`config.mk`:
```
export PLATFORM = sky130hd
export DESIGN_NAME = inertial_interface_flat
export DESIGN_NICKNAME = d
export VERILOG_FILES = /design/src/rtl/inertial_interface_if.sv /design/src/rtl/inertial_interface.sv /design/src/flat_wrapper.sv
export SDC_FILE = /design/constraint.sdc
export NUM_CORES = 1
export LEC_CHECK = 0
export BUFFER_PORTS_ARGS = -buffer_cell sky130_fd_sc_hd__buf_2
export CAP_MARGIN = 0
export CORE_UTILIZATION = 40
export CTS_BUF_LIST = sky130_fd_sc_hd__clkbuf_4 sky130_fd_sc_hd__clkbuf_8
export CTS_CLUSTER_SIZE = 8
export DETAILED_ROUTE_END_ITERATION = 12
export GPL_TIMING_DRIVEN = 0
export SLEW_MARGIN = 15
export SYNTH_ARGS = -nofsm -noshare
export SYNTH_HDL_FRONTEND = slang
export SYNTH_SLANG_ARGS = --single-unit
export TNS_END_PERCENT = 50
```
`constraint.sdc`:
```
create_clock -name clk -period 6.7 [get_ports clk]
set_input_delay 1.34 -clock clk [delete_from_list [all_inputs] [get_ports clk]]
set_output_delay 1.34 -clock clk [all_outputs]
set_load 0.01 [all_outputs]
```
`src/rtl/inertial_interface_if.sv`:
```
// Bus between the inertial sequencer, its SPI master and the integrator.
// Handshake: wrt is a one-cycle request carrying cmd; the SPI side answers with a one-cycle done (plus rd_data), and no new wrt is issued before that done.
interface inertial_interface_if;
    logic        INT;
    logic        done;
    logic [15:0] rd_data;
    logic        wrt;
    logic [15:0] cmd;
    logic [15:0] ptch_rt;
    logic [15:0] AZ;
    logic        vld;

    modport master (
        input  INT, done, rd_data,
        output wrt, cmd, ptch_rt, AZ, vld
    );

    modport slave (
        output INT, done, rd_data,
        input  wrt, cmd, ptch_rt, AZ, vld
    );
endinterface

```
`src/rtl/inertial_interface.sv`:
```
// Sequencer: power-up delay, sensor configuration over SPI, then a four-register
// read burst per data-ready interrupt, publishing ptch_rt/AZ as a coherent pair.
module inertial_interface #(
    parameter int TMR_W = 16
) (
    input  logic                 clk,
    input  logic                 rst_n,
    inertial_interface_if.master bus,
    output logic [3:0]           dbg_state
);

    typedef enum logic [3:0] {
        PWRUP = 4'd0,
        CFG0  = 4'd1,
        CFG1  = 4'd2,
        CFG2  = 4'd3,
        CFG3  = 4'd4,
        IDLE  = 4'd5,
        RD_PL = 4'd6,
        RD_PH = 4'd7,
        RD_AL = 4'd8,
        RD_AH = 4'd9
    } state_t;

    state_t           state_q, state_d;
    logic [TMR_W-1:0] cnt_q, cnt_d;
    logic             int_ff1_q, int_ff1_d;
    logic             int_s_q, int_s_d;
    logic             wrt_q, wrt_d;
    logic [15:0]      cmd_q, cmd_d;
    logic [7:0]       pl_q, pl_d;
    logic [7:0]       ph_q, ph_d;
    logic [7:0]       al_q, al_d;
    logic [15:0]      ptch_q, ptch_d;
    logic [15:0]      az_q, az_d;
    logic             vld_q, vld_d;
    logic             unused_rd_hi;

    assign unused_rd_hi = ^bus.rd_data[15:8];

    function automatic logic [15:0] cmd_for(input state_t s);
        case (s)
            CFG0:    cmd_for = 16'h0D02;
            CFG1:    cmd_for = 16'h1053;
            CFG2:    cmd_for = 16'h1150;
            CFG3:    cmd_for = 16'h1460;
            RD_PL:   cmd_for = 16'hA200;
            RD_PH:   cmd_for = 16'hA300;
            RD_AL:   cmd_for = 16'hAC00;
            RD_AH:   cmd_for = 16'hAD00;
            default: cmd_for = 16'h0000;
        endcase
    endfunction

    always_comb begin
        state_d   = state_q;
        cnt_d     = cnt_q;
        int_ff1_d = bus.INT;
        int_s_d   = int_ff1_q;
        wrt_d     = 1'b0;
        cmd_d     = cmd_q;
        pl_d      = pl_q;
        ph_d      = ph_q;
        al_d      = al_q;
        ptch_d    = ptch_q;
        az_d      = az_q;
        vld_d     = 1'b0;

        case (state_q)
            PWRUP: begin
                cnt_d = cnt_q + TMR_W'(1);
                if (&cnt_q) state_d = CFG0;
            end
            IDLE: begin
                if (int_s_q) state_d = RD_PL;
            end
            default: begin
                // A done arriving in the wrt cycle belongs to nothing we issued.
                if (bus.done && !wrt_q) begin
                    case (state_q)
                        CFG0:  state_d = CFG1;
                        CFG1:  state_d = CFG2;
                        CFG2:  state_d = CFG3;
                        CFG3:  state_d = IDLE;
                        RD_PL: begin
                            pl_d    = bus.rd_data[7:0];
                            state_d = RD_PH;
                        end
                        RD_PH: begin
                            ph_d    = bus.rd_data[7:0];
                            state_d = RD_AL;
                        end
                        RD_AL: begin
                            al_d    = bus.rd_data[7:0];
                            state_d = RD_AH;
                        end
                        RD_AH: begin
                            ptch_d  = {ph_q, pl_q};
                            az_d    = {bus.rd_data[7:0], al_q};
                            vld_d   = 1'b1;
                            state_d = IDLE;
                        end
                        default: state_d = state_q;
                    endcase
                end
            end
        endcase

        // Every entry into a transaction state launches exactly one command.
        if ((state_d != state_q) && (state_d != IDLE) && (state_d != PWRUP)) begin
            wrt_d = 1'b1;
            cmd_d = cmd_for(state_d);
        end
    end

    always_ff @(posedge clk) begin
        if (!rst_n) begin
            state_q   <= PWRUP;
            cnt_q     <= '0;
            int_ff1_q <= 1'b0;
            int_s_q   <= 1'b0;
            wrt_q     <= 1'b0;
            cmd_q     <= 16'h0000;
            pl_q      <= 8'h00;
            ph_q      <= 8'h00;
            al_q      <= 8'h00;
            ptch_q    <= 16'h0000;
            az_q      <= 16'h0000;
            vld_q     <= 1'b0;
        end else begin
            state_q   <= state_d;
            cnt_q     <= cnt_d;
            int_ff1_q <= int_ff1_d;
            int_s_q   <= int_s_d;
            wrt_q     <= wrt_d;
            cmd_q     <= cmd_d;
            pl_q      <= pl_d;
            ph_q      <= ph_d;
            al_q      <= al_d;
            ptch_q    <= ptch_d;
            az_q      <= az_d;
            vld_q     <= vld_d;
        end
    end

    assign bus.wrt     = wrt_q;
    assign bus.cmd     = cmd_q;
    assign bus.ptch_rt = ptch_q;
    assign bus.AZ      = az_q;
    assign bus.vld     = vld_q;
    assign dbg_state   = state_q;

endmodule
```
`src/flat_wrapper.sv`:
```
// flat-port wrapper written by rule: the top's interface ports become plain ports
module inertial_interface_flat 
#(
    parameter int TMR_W = 16
)
  (clk, rst_n, dbg_state, bus_INT, bus_done, bus_rd_data, bus_wrt, bus_cmd, bus_ptch_rt, bus_AZ, bus_vld);
  inertial_interface_if bus_i ();
  input  logic clk;
  input  logic rst_n;
  output logic [3:0] dbg_state;
  input wire logic [$bits(bus_i.INT)-1:0] bus_INT;
  input wire logic [$bits(bus_i.done)-1:0] bus_done;
  input wire logic [$bits(bus_i.rd_data)-1:0] bus_rd_data;
  output wire logic [$bits(bus_i.wrt)-1:0] bus_wrt;
  output wire logic [$bits(bus_i.cmd)-1:0] bus_cmd;
  output wire logic [$bits(bus_i.ptch_rt)-1:0] bus_ptch_rt;
  output wire logic [$bits(bus_i.AZ)-1:0] bus_AZ;
  output wire logic [$bits(bus_i.vld)-1:0] bus_vld;
  assign bus_i.INT = bus_INT;
  assign bus_i.done = bus_done;
  assign bus_i.rd_data = bus_rd_data;
  assign bus_wrt = bus_i.wrt;
  assign bus_cmd = bus_i.cmd;
  assign bus_ptch_rt = bus_i.ptch_rt;
  assign bus_AZ = bus_i.AZ;
  assign bus_vld = bus_i.vld;
  inertial_interface #(.TMR_W(TMR_W)) u_core (.clk(clk), .rst_n(rst_n), .bus(bus_i), .dbg_state(dbg_state));
endmodule
```
# [Yosys cells after proc, flatten, opt, wreduce, memory -nomap -nowiden]
# Memory sizes are Yosys's and may differ from the RTL's. A register that Yosys moved wholly into a read port is not among the register bits.
# Cells that the tools add are included.
[op_classes] add_sub_neg=1 n_eq_ne=11 mux=7 bitwise=3 reduce_logical=15
[op_table] operator="4-bit one-hot mux with 7 select lines" count=1
[op_table] operator="16-bit by 1-bit adder with 16-bit output, second input constant" count=1
[op_table] operator="4-bit by 3-bit equality test with 1-bit output, second input constant" count=4
[op_table] operator="16-bit AND reduction" count=1
[op_table] operator="4-bit two-way mux" count=3
[op_table] operator="3-bit AND reduction" count=4
[op_table] operator="4-bit by 2-bit equality test with 1-bit output, second input constant" count=2
[op_table] operator="4-bit equality test, second input constant" count=2
[op_table] operator="4-bit one-hot mux with 2 select lines" count=1
[op_table] operator="4-bit by 1-bit equality test with 1-bit output, second input constant" count=1
[op_table] operator="4-bit logical NOT" count=1
[op_table] operator="4-bit by 3-bit != test with 1-bit output, second input constant" count=1
[op_table] operator="4-bit != test" count=1
[op_table] operator="4-bit nonzero test" count=1
[op_table] operator="2-bit OR reduction" count=2
[op_table] operator="4-bit OR reduction" count=1
[op_table] operator="1-bit logical AND" count=3
[op_table] operator="1-bit inverter" count=3
[op_table] operator="1-bit logical NOT" count=2
[op_table] operator="1-bit two-way mux" count=2
[totals] regBits=96 mem_bits_ro=192 input_bits=20 output_inout_bits=54 elab_cells=50 n_memories=1
[mem_list] memory="(name not given)" depth=16 width=12 read_ports=1 rd_ports_with_merged_regs=1 wr=0 line_no="inertial_interface.sv:42" text="case (s)"

# [Logic depth before layout (Yosys ltp)]
[logic_depth] word_depth=9 depth_mapped=12 depth_no_buf=11

# [Worst setup path before layout]
# Ideal clock, no wire load.
[synth_timing] path_kind="input to register" from="input bus_done" to="register u_core.cmd_q[5], in the netlist u_core.bus.cmd[5]" setup_ps=132 arrival_ps=3190 required_ps=6568 setup_slack_ps=3379 cell_stages=10 path_buffers=0 path_cell_list="nor2b_1 -> o2111ai_1 -> a21oi_1 -> inv_1 -> ha_1 -> mux2_2 -> o21ai_0 -> o21ai_2 -> o211ai_1 -> o41ai_2"
[synth_between] elab_chain_len=6 word_cells_on_any_way=8 cone_classes="eq/ne (2); mux (2); reduce/logical (4)"
[synth_lines] element="start, declared" line_no="flat_wrapper.sv:12" text="input wire logic [$bits(bus_i.done)-1:0] bus_done;"
[synth_lines] element="1-bit logical AND *" line_no="inertial_interface.sv:79" text="if (bus.done && !wrt_q) begin"
[synth_lines] element="4-bit two-way mux *" line_no="inertial_interface.sv:79"
[synth_lines] element="4-bit one-hot mux with 2 select lines *" line_no="inertial_interface.sv:69" text="case (state_q)"
[synth_lines] element="net u_core.state_d[1]" line_no="inertial_interface.sv:25" text="state_t state_q, state_d;"
[synth_lines] element="4-bit != test / 4-bit by 3-bit != test with 1-bit output (equally long branches)" line_no="inertial_interface.sv:110" text="if ((state_d != state_q) && (state_d != IDLE) && (state_d != PWRUP)) begin"
[synth_lines] element="1-bit logical AND (2 in series)" line_no="inertial_interface.sv:110"
[synth_lines] element="end, declared" line_no="inertial_interface.sv:30" text="logic [15:0] cmd_q, cmd_d;"
# Mark *: on every way through the listed nets, which the timed path passes. The rest lies on a longest branch.
# A chain may end at the register's enable or synchronous reset.

# [Final worst setup path]
[layout_timing] from="input bus_done" to="register u_core.cmd_q[8], in the netlist u_core.bus.cmd[8]"
# Same word-level chain as after synthesis.

==> summary.md <==
| Metric | Value |
|---|---|
| XOR/XNOR Fraction of Synth Area | roughly 2.7% |
| Worst-case clock buffer depth | 2 |
| Final ANT Viol Nets | 0 |
| CTS Sinks | 90 |
| Placer Congestion | 0.882 |
| Total number of yosys warnings | 0 |
| Pre-CTS WS | 2.80 ns |
| Primary FF master, synth | dfxtp_1 |
| Slew headroom | 58.1% |
| Avg WL per Cell | 13.5 um |
| Dpl hpwl | 6.30 mm |
| Top delay family on crit path | compound AO/OA/AOI/OAI gates |
| Root Driver | clkbuf_8 |
| Fin crit share | a little over half |
| FF-to-FF setup slack | 3.65 ns |
| Crit path largest cell delay | 0.41 ns |
| Main combinational cell family by area after synthesis | simple AND/OR/NAND/NOR gates |
| Core area | 9280 um^2 |
| Fin nets | 542 |
| Synth Area in Adders | 1.89% |
| Compound-Gate Fraction of Synth Area | 13.0% |
| Residual DRC count | 0 |
| Post-synth EDFFs | 0 |
| Vias in the first global route | 2923 |
| Tightest Hold Check Type | reg -> reg |
| Global route total overflow | 0 |
| PwrDens | roughly 220 nW/um^2 |
| Worst EP arrival | between 3 and 4 ns |
| VDD IR max | 87.5 uV |
| Post_cts resized | 0 |
| Post-Synthesis Cells | 442 |
| Initial Utilization | 41.4% |
| Slowest stage cell, crit path | a21oi_1 |
| Post-route insts no fill | 651 |
| Clock skew | 0.00942 ns |
| Avg Cell Area, Syn | 8.69 um^2 |
| Final setup margin | roughly 3.2 ns |
| Util after Layout | about half |
| Ant. Diodes | 0 |
| Seq/Total Area, Yosys | 46.9% |
| DRT Wirelength | 8.81 mm |
| Setup_tns | 0 ns |
| Starting DRC count in detailed routing | 122 |
| Largest net degree at the start of global routing | 17 |
| Synthesis-to-layout area growth | 18.4% |
| Die Y | 100 um |
| Worst-margin pin slew | between 0.6 and 0.7 ns |
| Simple-Gate Fraction of Synth Area | between 20 and 25% |
| Boundary Pins | 74 |
| RSZ-0062 raised after global routing | false |
| Endpoints failing setup | 0 |
| Total power | 988 uW |
| Total Die Area | 10000 um^2 |
| WS Path Type | in -> reg |
| Distinct cells, synth | 53 |
| First-pass GRT wire length | 14.5 mm |
| Status | finished clean |
| Routed vias/inst | 4.91 |
| CTS tree | yes |
| CP Buf/Inv Count | 2 |
| Critical path fanouts, max | 8 |
| Worst-path clk slew | 0.08 ns |
| Crit path launch type | input port |
| Antenna violations before repair | 0 |
| Yosys reg bits | 90 |
| Layout cell share with drive strength beyond 1 | 19.3% |
| Max-slew violation count | 0 |
| Num CTS Buffers | 9 |
| Via count | roughly 3200 |
| Cells after DPL | about 640 |
| Achievable Freq | around 0.28 GHz |
| Pre-antenna DRT Iters | 4 |
| Leak Pwr | 0.00191 uW |
| Mux cell area share after synthesis | approximately 8.4% |
| Worst path cell trace | buf_2, nor2b_1, o2111ai_1, a21oi_1, inv_1, ha_1, mux2_2, o21ai_0, o21ai_2, nor2_8, mux2i_1 |
| Number of I/O port buffers | a little over 60 |
| Critical path capture point type | register |
| Fin. Hold Viols | 0 |
| Crit path required time | 6.98 ns |
| Htree depth | 3 |
| MaxCap Viol Count | 0 |
| Cts hold-fix bufs | 0 |
| Clk Latency, worst-skew pair | 0.36 ns |
| Rows | 35 |
| Tmin final | 3.53 ns |
| Die W | 100 um |
| Setup Fix Bufs, Post-CTS | 0 |
| Ys async rst share | 0% |
| GRT Util Overall | a little under a fifth |
| Mapped cell area | 3840 um^2 |
[cells in the mapped netlist (all sizes together) (7+ instances only)]
library cell   n  area share [%]
a21oi         46             6.0
buf           12             2.2
clkbuf        18             1.8
dfxtp         90              47
inv            8            0.78
mux2i         31             8.1
nand2         87             8.5
nand3         10             1.4
nand4          7             1.3
nor2          50             5.3
o21ai         10             1.4
xor2           8             1.8
[sequential cells by signal (all words and copies together) (netlist names), 4 cells and up]
register	count
u_core.al_q	8
u_core.bus.AZ	16
u_core.bus.cmd	10
u_core.bus.ptch_rt	16
u_core.cnt_q	16
u_core.dbg_state	4
u_core.ph_q	8
u_core.pl_q	8
[layout make-up]
class / instances / area [um^2]
inverter: 8 / 30.0
fill: 971 / 4740
tap: 129 / 161
clock buffer: 10 / 131
timing repair buffer: 61 / 305
sequential: 90 / 1800
buffer: 30 / 151
clock inverter: 6 / 96.3
multi-input combinational: 317 / 1870
[placed cells by master (no fill, tap or decap), drive strengths merged, types with 10 or more instances in the layout]
master	Yosys	layout
nor2	50	50
inv	8	11
nand2	87	87
a21oi	46	46
clkbuf	18	28
mux2i	31	31
dfxtp	90	90
nand3	10	10
buf	12	73
o21ai	10	10
[path summary, 6_finish.rpt]
| kind | start | to | depth (start not counted) |
|---|---|---|---|
| hold / removal | u_core.int_ff1_q | u_core.int_s_q | 1 |
| hold reg to reg | u_core.int_ff1_q | u_core.int_s_q | 1 |
| setup / recovery | bus_done | u_core.bus.cmd[8] | 11 |
| setup reg to reg | u_core.dbg_state[1] | u_core.bus.cmd[8] | 12 |
[routing by layer]
layer | vias up | share of wire, % | track usage, % | wire length [um]
met3 | 7 | 3.8 | 2.51 | 332
met5 | - | 0 | 0 | 0
li1 | 1645 | - | - | -
met1 | 1483 | 49 | 25.9 | 4350
met2 | 64 | 46 | 29.0 | 4030
met4 | 0 | 1.0 | 6.69 | 88
[worst reg2reg max path, delay by kind of cell (launching register included)]
kind,cells,cell delay (ns)
AO/OA/AOI/OAI,4,0.89
flip-flops,1,0.33
AND/OR/NAND/NOR,3,0.84
multiplexers,2,0.48
buffers and inverters,2,0.24
adder cells (fa/ha/maj),1,0.21
[cells by family (layout without fill, tap and decap cells)]
logic type,after synthesis,count (layout)
mux,32,32
fa+ha+maj,6,6
other cells,1,4
flops,90,90
simple gates,184,184
compound gates,79,79
xor+xnor,12,12
buf+inv,38,115
[per-stage QoR]
| stage | area [um^2] | hold slack (ns) |
|---|---|---|
| 3_3_place_gp | 4320 | 0.422 |
| 4_1_cts | 4550 | 0.444 |
| 2_1_floorplan | 3850 | 0.412 |
| 5_1_grt | 4550 | 0.471 |
| 3_5_place_dp | 4320 | 0.423 |
| 6_report | 4550 | 0.439 |
[where the power goes]
part           internal (uW)  leakage, uW  total, uW  switching, uW
Clock                    220     0.000113        421            201
Combinational           8.78      0.00107       28.3           19.6
Sequential               537     0.000726        539           1.89
Total                    765      0.00191        988            222
Note: power is estimated with default switching activity, not from simulation.
